## config.mk

```make
export PLATFORM = sky130hd
export DESIGN_NAME = conv_7_8_acc_relu
export DESIGN_NICKNAME = d
export VERILOG_FILES = /design/src/rtl/conv_7_8_acc_relu.sv
export SDC_FILE = /design/constraint.sdc
export NUM_CORES = 1
export LEC_CHECK = 0
export CAP_MARGIN = 20
export CORE_MARGIN = 4
export CORE_UTILIZATION = 50
export DETAILED_ROUTE_END_ITERATION = 16
export DONT_BUFFER_PORTS = 1
export PLACE_DENSITY_LB_ADDON = 0.08
export SYNTH_ARGS = -nofsm -noshare
export SYNTH_HDL_FRONTEND = slang
export SYNTH_SLANG_ARGS = --single-unit
```

## constraint.sdc

```tcl
create_clock -name ap_clk -period 6.7 [get_ports ap_clk]
set_clock_uncertainty 0.2 [all_clocks]
set_input_delay 1.34 -clock ap_clk [delete_from_list [all_inputs] [get_ports ap_clk]]
set_output_delay 1.34 -clock ap_clk [all_outputs]
set_load 0.005 [all_outputs]
```

## src/rtl/conv_7_8_acc_relu.sv

```systemverilog
// rtl/conv_7_8_acc_relu.sv - accumulate TAPS products on a bias, requantise with optional ReLU
// and saturation, and present the result on a valid/ready port.
module conv_7_8_acc_relu #(
  parameter int DIN_WIDTH  = 24,
  parameter int ACC_WIDTH  = 32,
  parameter int DOUT_WIDTH = 16,
  parameter int TAPS       = 9,
  parameter int SHIFT      = 8
) (
  input  logic                  ap_clk,
  input  logic                  ap_rst_n,
  input  logic [DIN_WIDTH-1:0]  din,
  input  logic                  din_vld,
  output logic                  din_rdy,
  input  logic [ACC_WIDTH-1:0]  bias,
  input  logic                  relu_en,
  output logic [DOUT_WIDTH-1:0] dout,
  output logic                  dout_vld,
  input  logic                  dout_rdy
);

  localparam int TAP_W = (TAPS > 1) ? $clog2(TAPS) : 1;
  localparam logic [TAP_W-1:0] LAST_TAP = TAP_W'(TAPS - 1);

  localparam logic signed [ACC_WIDTH-1:0] SAT_MAX =
    {{(ACC_WIDTH-DOUT_WIDTH+1){1'b0}}, {(DOUT_WIDTH-1){1'b1}}};
  localparam logic signed [ACC_WIDTH-1:0] SAT_MIN =
    {{(ACC_WIDTH-DOUT_WIDTH+1){1'b1}}, {(DOUT_WIDTH-1){1'b0}}};
  localparam logic [DOUT_WIDTH-1:0] DOUT_MAX = {1'b0, {(DOUT_WIDTH-1){1'b1}}};
  localparam logic [DOUT_WIDTH-1:0] DOUT_MIN = {1'b1, {(DOUT_WIDTH-1){1'b0}}};

  typedef enum logic [1:0] {
    S_ACC  = 2'd0,
    S_POST = 2'd1,
    S_OUT  = 2'd2
  } state_t;

  state_t                         state_q, state_d;
  logic [TAP_W-1:0]               tap_cnt_q, tap_cnt_d;
  logic signed [ACC_WIDTH-1:0]    acc_q, acc_d;
  logic                           relu_q, relu_d;
  logic [DOUT_WIDTH-1:0]          dout_q, dout_d;
  logic                           dout_vld_q, dout_vld_d;

  logic signed [ACC_WIDTH-1:0]    din_sext;
  logic signed [ACC_WIDTH-1:0]    shifted;
  logic signed [ACC_WIDTH-1:0]    rectified;
  logic [DOUT_WIDTH-1:0]          sat_val;
  logic                           accept;

  // Ready depends only on state and reset so upstream never sees a combinational loop.
  assign din_rdy  = ap_rst_n && (state_q == S_ACC);
  assign accept   = din_vld && din_rdy;
  assign dout     = dout_q;
  assign dout_vld = dout_vld_q;

  assign din_sext = {{(ACC_WIDTH-DIN_WIDTH){din[DIN_WIDTH-1]}}, din};

  always_comb begin
    shifted   = acc_q >>> SHIFT;
    rectified = (relu_q && shifted < 0) ? '0 : shifted;
    if (rectified > SAT_MAX) begin
      sat_val = DOUT_MAX;
    end else if (rectified < SAT_MIN) begin
      sat_val = DOUT_MIN;
    end else begin
      sat_val = rectified[DOUT_WIDTH-1:0];
    end
  end

  always_comb begin
    state_d    = state_q;
    tap_cnt_d  = tap_cnt_q;
    acc_d      = acc_q;
    relu_d     = relu_q;
    dout_d     = dout_q;
    dout_vld_d = dout_vld_q;
    case (state_q)
      S_ACC: begin
        if (accept) begin
          // First tap of a window restarts the sum from the bias.
          if (tap_cnt_q == '0) begin
            acc_d  = $signed(bias) + din_sext;
            relu_d = relu_en;
          end else begin
            acc_d = acc_q + din_sext;
          end
          if (tap_cnt_q == LAST_TAP) begin
            tap_cnt_d = '0;
            state_d   = S_POST;
          end else begin
            tap_cnt_d = tap_cnt_q + TAP_W'(1);
          end
        end
      end
      S_POST: begin
        dout_d     = sat_val;
        dout_vld_d = 1'b1;
        state_d    = S_OUT;
      end
      S_OUT: begin
        if (dout_vld_q && dout_rdy) begin
          dout_vld_d = 1'b0;
          state_d    = S_ACC;
        end
      end
      default: begin
        state_d = S_ACC;
      end
    endcase
  end

  always_ff @(posedge ap_clk) begin
    if (!ap_rst_n) begin
      state_q    <= S_ACC;
      tap_cnt_q  <= '0;
      acc_q      <= '0;
      relu_q     <= 1'b0;
      dout_q     <= '0;
      dout_vld_q <= 1'b0;
    end else begin
      state_q    <= state_d;
      tap_cnt_q  <= tap_cnt_d;
      acc_q      <= acc_d;
      relu_q     <= relu_d;
      dout_q     <= dout_d;
      dout_vld_q <= dout_vld_d;
    end
  end

endmodule

```

# --- Word-level counts from Yosys, hierarchy flattened ---
# Cells that the tools add are included.
classes:
  eq_ne: 6
  order_cmp: 3
  mux: 11
  addsub: 3
  n_reduce_logical: 11
op_table:
  columns: ["cell", "count"]
  rows:
  - ["32-bit by 24-bit adder with 32-bit output", 2]
  - ["32-bit two-way mux", 2]
  - ["32-bit by 16-bit greater-than comparator with 1-bit output, second input constant", 1]
  - ["32-bit by 16-bit < comparator with 1-bit output, second input constant", 1]
  - ["16-bit two-way mux", 2]
  - ["24-bit by 1-bit < comparator with 1-bit output, second input constant", 1]
  - ["2-bit two-way mux", 3]
  - ["2-bit one-hot mux with 3 select lines", 1]
  - ["3-bit AND reduction", 2]
  - ["4-bit by 1-bit adder with 4-bit output, second input constant", 1]
  - ["4-bit == test, second input constant", 1]
  - ["1-bit logical AND", 4]
  - ["4-bit logical NOT", 1]
  - ["4-bit two-way mux", 1]
  - ["2-bit != test, second input constant", 2]
  - ["2-bit AND reduction", 2]
  - ["2-bit by 1-bit == test with 1-bit output, second input constant", 1]
  - ["2-bit == test, second input constant", 1]
  - ["2-bit logical NOT", 1]
  - ["2-bit by 1-bit != test with 1-bit output, second input constant", 1]
  - ["1-bit one-hot mux with 2 select lines", 1]
  - ["2-bit nonzero test", 1]
  - ["1-bit two-way mux", 1]
word_totals:
  output_inout_bits: 18
  input_bits: 61
  register_bits: 56
  wordCells: 40

# --- Longest topological paths before layout ---
depth:
  ltp_word: 6
  depth_mapped: 17
  depth_no_buf: 15

# --- Worst setup path before layout ---
# No wires, ideal clock.
synth_timing:
  path_kind: "flip-flop to flip-flop"
  startpoint: "register tap_cnt_q[0]"
  endpoint: "register acc_q[25]"
  setup_time_ps: 126
  setup_slack_ps: 2798
  t_required_ps: 6374
  synth_period_minus_slack_ps: 3902
  path_buffers: 2
  path_stages_with_launch: 16
  arrival_time_ps: 3576
  cell_sequence: "dfxtp_1 -> inv_1 -> ha_1 -> nor3b_1 -> clkbuf_1 -> clkbuf_1 -> mux2_2 -> ha_1 -> nand2_1 -> o21ai_0 -> a311o_1 -> nor4_2 -> o221ai_2 -> a41oi_2 -> xor2_1 -> o21ai_1"
synth_via:
  elab_chain_cells: 2
synth_rtl:
  columns: ["item", "line", "source"]
  rows:
  - ["start: declaration", "39", "logic [TAP_W-1:0] tap_cnt_q, tap_cnt_d;"]
  - ["start signal: assignment", "123", "tap_cnt_q <= tap_cnt_d;"]
  - ["4-bit logical NOT", "82", "if (tap_cnt_q == '0) begin"]
  - ["32-bit two-way mux", "82", null]
  - ["end signal: assignment", "117", "acc_q <= '0;"]
  - ["end signal: assignment", "124", "acc_q <= acc_d;"]
  - ["end: declaration", "40", "logic signed [ACC_WIDTH-1:0] acc_q, acc_d;"]
# No other way between the ends.
# A chain may end at the register's enable or synchronous reset.

# --- Final worst setup path ---
layout_timing:
  startpoint: "register tap_cnt_q[0]"
  endpoint: "register acc_q[31]"
# The elaborated chain is that of the path after synthesis.

==> metrics.md <==
| Metric | Value |
|---|---|
| Layout cells sized above 1 | 0.129 |
| Starting DRT DRC Count | 144 |
| Clk_lat worst skew | 0.32 ns |
| Port bufs | 0 |
| Overall Power | 0.989 mW |
| Number of global-route vias before repair | 3699 |
| R2r startpoint | tap_cnt_q[0] |
| Core area | 8300 sq um |
| DR WL/cell | 18.2 um |
| Io pins | 79 |
| Antenna viol nets, final | 0 |
| Initial antenna violation count | 0 |
| Synth unique cells | 56 |
| Row cnt | 33 |
| Drt pass-1 iters | 4 |
| Deepest clock path buffer count | 2 |
| Tightest Pin Transition | 0.606 ns |
| Routed vias | 3744 |
| Setup TNS | 0 ns |
| Grt total ovfl | 0 |
| Die Ht | 101 um |
| Setup Fix Bufs, Post-CTS | 0 |
| Final setup viols | 0 |
| Gr usage total | 0.225 |
| Flops & latches, synth | 56 |
| R2R depth | 14 |
| Gpl congestion | 0.934 |
| Area contributors post-synth | dfxtp_1 (26%), ha_1 (10%), mux2_2 (7.8%) |
| Hold Slack | 0.277 ns |
| Crit path capture type | flop |
| Via-per-instance ratio | 6.00 |
| Crit path DAT | 3.96 ns |
| Setup WS pre-CTS | 2.66 ns |
| VDD IR-drop max | 0.110 mV |
| Total CTS buffers | 5 |
| Post-synth top area share | 0.260 |
| Slew HR | 0.592 |
| Critical path launch point type | flop |
| Post-CTS Hold Buffers | 0 |
| Chip Width | 101 um |
| Synth warnings | 0 |
| Max Fclk | 254 MHz |
| CP Class | reg -> reg |
| Final Hold Viols | 0 |
| Layout Nets | 616 |
| Leakage power | 1.82 nW |
| Largest net degree at the start of global routing | 57 |
| Ys flop type | dfxtp_1 |
| First-pass GRT wire length | 18400 um |
| Hold Startpoint | acc_q[0] |
| Diodes inserted | 0 |
| Dpl cell area | 4390 sq um |
| Die Area | 10200 sq um |
| DP HPWL | 8460 um |
| Final WS setup | 2.76 ns |
| Cell Area, Synth | 4300 sq um |
| Fin. max-slew vios | 0 |
| Max_cap viols | 0 |
| Post-synth net total | 630 |
| Root buffer cell | clkbuf_8 |
| Sequential area share after synthesis | 0.260 |
| Clock sink count | 56 |
| H-tree levels | 2 |
| Mean post-synth cell area | 8.09 sq um |
| Worst r2r dst | acc_q[31] |
| Hold endpoint | acc_q[0] |
| Crit path time final | 3.94 ns |
| Syn Inst Count | 532 |
| Count leader, synth | nand2_1 |
| Reg2Reg Setup Slack | 2.76 ns |
| DRC viols | 0 |
| Critical path data required time | 6.72 ns |
| Final Cell Area | 4500 sq um |
| Hold depth | 2 |
| P&R area growth vs syn | 4.62% |
| Most frequent cells after synthesis | nand2_1 (75), dfxtp_1 (56), o21ai_0 (54), a21oi_1 (43), ha_1 (36) |
| Asr flop ratio synth | 0 |
| RSZ-0062 raised after global routing | false |
| EDFF count, synth | 0 |
| Cell accounting for the most synthesized area | dfxtp_1 |
| Initial Util | 0.519 |
| Hold Path Class | reg -> reg |
| Reg clk slew, reported paths | 0.11 ns |
| CTS resizes | 0 |
| PwrDens | 220 nW/um^2 |
| Wirelength, routed | 11400 um |
| Clock tree from TritonCTS | built |
| Crit Path Max Fanout | 16 |
| Status | complete, no violations |
| Fin crit share | 0.589 |
## how the worst max path moves through the flow
stage                 start         to
2_1_floorplan  tap_cnt_q[0]  acc_q[25]
5_1_grt        tap_cnt_q[0]  acc_q[25]
6_report       tap_cnt_q[0]  acc_q[31]
3_5_place_dp        bias[1]  acc_q[31]
4_1_cts        tap_cnt_q[0]  acc_q[31]
3_3_place_gp        bias[1]  acc_q[31]
## through the flow
stage          cells  utilization
6_report         624        0.543
4_1_cts          624        0.543
3_3_place_gp     616        0.529
2_1_floorplan    532            -
3_5_place_dp     616        0.529
5_1_grt          624        0.543
## registers in the layout, summed over array words and instances (netlist names)
register / cells
acc_q: 32
dout: 16
tap_cnt_q: 4
state_q: 2
dout_vld: 1
relu_q: 1
## power by group
group,internal [mW],switching (mW),leakage [nW]
Sequential,0.362,0.0248,0.457
Clock,0.111,0.119,0.0541
Combinational,0.159,0.213,1.31
Total,0.632,0.357,1.82
## worst max-delay path, stage by stage (launching register included)
cell and delay [ns]:
dfxtp_1 0.35, inv_1 0.08, ha_1 0.18, nor3b_2 0.21, buf_4 0.30, mux2_2 0.39
ha_1 0.29, a21oi_1 0.09, nand4b_2 0.27, a2111oi_2 0.52, o31ai_2 0.16, a21oi_2 0.24
o211ai_2 0.13, and3_1 0.18, a311o_1 0.25
## cell usage in the layout (no fill, tap or decap), types with 2 or more instances in the layout
cell	instances
o211a_1	2
and3_1	4
a21o_1	15
a211oi_1	5
o31ai_2	3
a2111oi_2	2
nor3_1	6
nor2b_1	5
and2_1	18
a311o_1	2
buf_4	6
xor2_1	17
nand4_1	7
ha_1	36
a21oi_1	43
nand2_1	75
a31oi_1	2
o211ai_1	2
o21ai_1	4
mux2_2	30
a21oi_2	4
nor4_1	2
o21ai_0	54
o21a_1	7
xnor2_1	11
mux2i_1	2
inv_1	11
clkbuf_8	5
a21boi_0	9
nand3_1	15
nand2b_1	8
nor2_1	23
dfxtp_1	56
## kinds of logic after synthesis
group           after synthesis  synth area share
compound gates              171             0.269
simple gates                170             0.188
flops                        56             0.260
buf+inv                      38            0.0331
fa+ha+maj                    37             0.109
mux                          32            0.0831
xor+xnor                     28            0.0570
## layout make-up
| type | count | area (sq um) |
|---|---|---|
| Sequential cell | 56 | 1120 |
| Multi-Input combinational cell | 438 | 3050 |
| Tap cell | 105 | 131 |
| Inverter | 11 | 41.3 |
| Timing Repair Buffer | 6 | 45.0 |
| Clock buffer | 5 | 68.8 |
| Fill cell | 781 | 3800 |
| Clock inverter | 3 | 42.5 |
## metal layers
metal	vias to the layer above	GRT usage	part of all wire
li1	1879	-	-
met1	1767	0.309	0.47
met2	89	0.363	0.46
met3	9	0.0464	0.064
met4	0	0.0528	0.010
met5	-	0	0
Note: power is estimated with default switching activity, not from simulation.
